[config.mk]
export PLATFORM = sky130hd
export DESIGN_NAME = vga_sync_gen
export DESIGN_NICKNAME = d
export VERILOG_FILES = /design/src/rtl/vga_sync_gen.sv
export SDC_FILE = /design/constraint.sdc
export NUM_CORES = 1
export LEC_CHECK = 0
export ABC_CLOCK_PERIOD_IN_PS = 1800
export BUFFER_PORTS_ARGS = -buffer_cell sky130_fd_sc_hd__buf_2
export CAP_MARGIN = 5
export CORE_ASPECT_RATIO = 0.8
export CORE_MARGIN = 10
export CORE_UTILIZATION = 48
export DETAILED_ROUTE_END_ITERATION = 6
export PLACE_DENSITY = 0.86
export SLEW_MARGIN = 25
export SYNTH_ARGS = -nofsm -noshare
export SYNTH_HDL_FRONTEND = slang
export SYNTH_SLANG_ARGS = --single-unit
[constraint.sdc]
create_clock -name clk -period 1.8 [get_ports clk]
set_clock_uncertainty 0.15 [all_clocks]
set_input_delay 0.36 -clock clk [delete_from_list [all_inputs] [get_ports clk]]
set_output_delay 0.36 -clock clk [all_outputs]
set_load 0.01 [all_outputs]
[src/rtl/vga_sync_gen.sv]
// vga_sync_gen: raster timing source (pixel divider, h/v counters, syncs, frame pulse/count)
module vga_sync_gen #(
  parameter int CLK_DIV  = 4,
  parameter int H_DISP   = 640,
  parameter int H_FP     = 16,
  parameter int H_SYNC   = 96,
  parameter int H_BP     = 48,
  parameter int V_DISP   = 480,
  parameter int V_FP     = 10,
  parameter int V_SYNC   = 2,
  parameter int V_BP     = 33,
  parameter bit SYNC_POL = 1'b0
) (
  input  logic       clk,
  input  logic       rst,
  output logic [9:0] h_cnt,
  output logic [9:0] v_cnt,
  output logic       valid,
  output logic       hsync,
  output logic       vsync,
  output logic       pix_tick,
  output logic       frame_start,
  output logic [7:0] frame_cnt
);
  localparam int H_TOTAL = H_DISP + H_FP + H_SYNC + H_BP;
  localparam int V_TOTAL = V_DISP + V_FP + V_SYNC + V_BP;
  localparam int DW = CLK_DIV > 4 ? $clog2(CLK_DIV) : 2;
  localparam logic [DW-1:0] DIV_MAX = DW'(CLK_DIV - 1);
  localparam logic [9:0] H_MAX  = 10'(H_TOTAL - 1);
  localparam logic [9:0] V_MAX  = 10'(V_TOTAL - 1);
  localparam logic [9:0] H_VIS  = 10'(H_DISP);
  localparam logic [9:0] V_VIS  = 10'(V_DISP);
  localparam logic [9:0] HS_ON  = 10'(H_DISP + H_FP);
  localparam logic [9:0] HS_OFF = 10'(H_DISP + H_FP + H_SYNC);
  localparam logic [9:0] VS_ON  = 10'(V_DISP + V_FP);
  localparam logic [9:0] VS_OFF = 10'(V_DISP + V_FP + V_SYNC);
  logic [DW-1:0] r_div;
  logic [9:0]    r_h;
  logic [9:0]    r_v;
  logic          r_fs;
  logic [7:0]    r_fc;
  logic          w_tick;
  logic          w_h_end;
  logic          w_v_end;
  assign w_tick  = (r_div == DIV_MAX) & ~rst;
  assign w_h_end = r_h == H_MAX;
  assign w_v_end = r_v == V_MAX;
  always_ff @(posedge clk) begin
    if (rst) begin
      r_div <= '0;
      r_h   <= '0;
      r_v   <= '0;
      r_fs  <= 1'b0;
      r_fc  <= '0;
    end else begin
      r_div <= w_tick ? '0 : r_div + 1'b1;
      r_fs  <= w_tick & w_h_end & w_v_end;
      if (w_tick) begin
        r_h <= w_h_end ? '0 : r_h + 1'b1;
        if (w_h_end) r_v <= w_v_end ? '0 : r_v + 1'b1;
        if (w_h_end & w_v_end) r_fc <= r_fc + 1'b1;
      end
    end
  end
  assign h_cnt       = r_h;
  assign v_cnt       = r_v;
  assign pix_tick    = w_tick;
  assign frame_start = r_fs;
  assign frame_cnt   = r_fc;
  assign valid       = ~rst & (r_h < H_VIS) & (r_v < V_VIS);
  assign hsync       = (~rst & (r_h >= HS_ON) & (r_h < HS_OFF)) ? SYNC_POL : ~SYNC_POL;
  assign vsync       = (~rst & (r_v >= VS_ON) & (r_v < VS_OFF)) ? SYNC_POL : ~SYNC_POL;
endmodule

==> results.txt <==
R2R Setup Slk - -330 ps
crit path launch type - flip-flop
final setup TNS - -2461 ps
Global Route Usage Sum - 17.38%
minimum clock period - 2254 ps
Most used DFF post-synth - dfxtp_1
initial core utilization - 50.99%
status - complete, but fails checks
Unique masters post-synth - 40
vias in the first global route - 1825
area delta synth->final - 71.67%
Overall Power - 1.393 mW
routed vias - 2020
initial antenna violation count - 0
max_cap viols - 0
DR WL/cell - 20.89 um
register area share after synthesis - 38.60%
Detailed Routing Iterations Pass 1 - 5
io pins - 35
cell area after placement - 2237 um2
Rel. slew slack - 74.32%
worst hold slack - 291.9 ps
Hold Path Class - reg -> reg
latest clock arrival within the worst-skew pair - 290 ps
GRT Residual Overflow - 0
global-route wire length before repair - 8.680 mm
syn_nets - 192
hold_buf cts - 0
Worst Tran Pin Value - 381.6 ps
Crit Path Category - reg -> out
count of pins over their slew limit - 0
Post-Route WL - 6.872 mm
Ys Warns - 0
peak supply drop - 0.5325 mV
Clock Path Buffers - 2
Leak - 1.138 nW
failing checks - setup timing
Horiz. Die Dim - 84.71 um
Die Area - 6079 um2
row cnt - 18
largest net degree at the start of global routing - 24
clock transition at the registers of the reported paths - 60 ps
Critical R2R Launch - v_cnt[0]
final worst slack - -454.1 ps
Reg-to-Reg End - frame_cnt[5]
RSZ-0062 raised after global routing - true
critical path required time - 1290 ps
ys async rst share - 0%
hold endpoint - r_div[0]
H-tree depth - 2
Hold Path Depth - 1
setup violators final - 19
HP Start - r_div[0]
CP endpoint kind - output pin
gpl congestion - 0.7969
Die H - 71.77 um
Worst R2R Path Depth - 7
clock sinks - 31
Port-buffer cells - 34
maximum clock rate - 443.6 MHz
root buffer cell - clkbuf_8
fin util - 87.54%
DRT iter0 DRCs - 178
Final Instance Area - 2760 um2
Core ar. - 3153 um2
DRC Markers - 0
share of cells above drive strength 1 - 60.90%
pwr/cell area - 504.7 nW/um2
Seq cells post-synth - 31
Mapped Cells - 184
worst-path maximum fanout - 2
Post-Syn Area - 1608 um2
DPL Wire Length - 3.637 mm
Post-synth EDFFs - 0
vias per std cell - 6.140
Inserted Diodes - 0
Tcrit/Tclk final - 125.2%
CTS tree - built
crit path DAT - 1740 ps
syn_area_per_cell - 8.738 um2
cts bufs inserted - 5
antenna viol nets, final - 0
final hold violations - 0
# nets final - 296
[worst max path at each step]
stage	startpoint	endpoint	slack, ps	cells after the start
6_report	v_cnt[4]	vsync	-450	3
5_1_grt	v_cnt[9]	vsync	-470	3
4_1_cts	v_cnt[9]	vsync	-400	3
3_5_place_dp	rst	vsync	-350	4
3_3_place_gp	rst	vsync	-340	4
2_1_floorplan	v_cnt[9]	vsync	-120	2
[registers in the layout (all words and copies together), names as in the netlist]
register,count
frame_start,1
r_div,2
v_cnt,10
frame_cnt,8
h_cnt,10
[cell usage after synthesis, types with 2 or more instances]
| master | instances | share of area, % |
|---|---|---|
| a21oi_1 | 16 | 5.0 |
| and3_1 | 3 | 1.2 |
| buf_2 | 2 | 0.62 |
| buf_6 | 2 | 1.4 |
| clkbuf_1 | 2 | 0.47 |
| dfxtp_1 | 31 | 39 |
| ha_1 | 6 | 4.7 |
| inv_1 | 6 | 1.4 |
| nand2_1 | 11 | 2.6 |
| nand2b_1 | 2 | 0.78 |
| nand3_1 | 8 | 2.5 |
| nand4_1 | 15 | 5.8 |
| nor2_1 | 15 | 3.5 |
| nor2b_1 | 2 | 0.78 |
| nor3_1 | 3 | 0.93 |
| nor4_1 | 3 | 1.2 |
| o21ai_0 | 9 | 2.8 |
| o31ai_1 | 7 | 3.3 |
| or3_1 | 5 | 1.9 |
| or4_1 | 8 | 3.7 |
| xnor2_1 | 7 | 3.8 |
| xor2_1 | 3 | 1.6 |
[repair_timing]
item                                    4_1_cts  5_1_grt
gates cloned                                  0        1
pin swaps                                    15       15
gates resized for setup                      28       53
buffers inserted                              4       12
endpoints found under the setup margin       19       22
[metal layers]
metal	up-vias	part of all wire, %	track usage, %
met4	0	4.8	6.569
met3	38	8.5	5.876
li1	893	-	-
met5	-	0	0
met1	949	38	19.38
met2	140	48	30.04
[power by group]
part	total (mW)	internal [mW]	switching, mW
clock	0.617	0.349	0.268
sequential	0.696	0.689	0.00714
combinational	0.0806	0.0373	0.0433
[area by class of cell]
type	count	area, um2
multi-input cells	140	1155
flip-flops and latches	31	653.1
fillers	162	392.9
clock buffers	8	100.1
well taps	40	50.05
inverters	6	22.52
repair buffers	104	779.5
[cell usage in the layout (no fill, tap or decap), drive strengths merged]
| cell | synthesis | layout |
|---|---|---|
| and3b | 1 | 1 |
| buf | 5 | 104 |
| nor4 | 3 | 3 |
| or3 | 5 | 5 |
| nor4bb | 1 | 1 |
| nand3 | 8 | 8 |
| o22ai | 1 | 1 |
| o21bai | 1 | 1 |
| nand2 | 11 | 11 |
| and4b | 1 | 1 |
| inv | 6 | 6 |
| and4bb | 1 | 1 |
| nand4b | 1 | 1 |
| ha | 6 | 6 |
| o31ai | 7 | 7 |
| or4 | 8 | 8 |
| and3 | 3 | 3 |
| and2 | 1 | 1 |
| nor3b | 1 | 1 |
| nor2b | 2 | 2 |
| a21oi | 16 | 16 |
| clkbuf | 2 | 8 |
| a41o | 1 | 1 |
| or4b | 1 | 1 |
| mux2 | 1 | 1 |
| and4 | 1 | 1 |
| dfxtp | 31 | 31 |
| xor2 | 3 | 3 |
| nor3 | 4 | 4 |
| nand4bb | 1 | 1 |
| nor2 | 16 | 16 |
| xnor2 | 7 | 7 |
| o21ai | 9 | 9 |
| nand4 | 16 | 16 |
| nand2b | 2 | 2 |
[worst max-delay path: stages (launching register included)]
cell and delay [ps]:
dfxtp_2 330, or4b_4 530, or4_4 450, buf_6 150
[cell families (layout without fill, tap and decap cells)]
| logic type | Yosys count | after routing | synth area share (%) |
|---|---|---|---|
| simple gates | 88 | 88 | 33.93 |
| compound gates | 35 | 35 | 12.53 |
| flops | 31 | 31 | 38.60 |
| buf+inv | 13 | 118 | 4.124 |
| xor+xnor | 10 | 10 | 5.448 |
| fa+ha+maj | 6 | 6 | 4.669 |
| mux | 1 | 1 | 0.7003 |
[stage by stage]
step,setup slack [ps],instances
final,-454.1,329
after global routing,-467.6,329
after CTS,-395.6,317
after detailed placement,-345.9,305
after global placement,-340.5,305
after floorplan,-123.8,184
No activity file was read; power rests on OpenSTA's default activity.
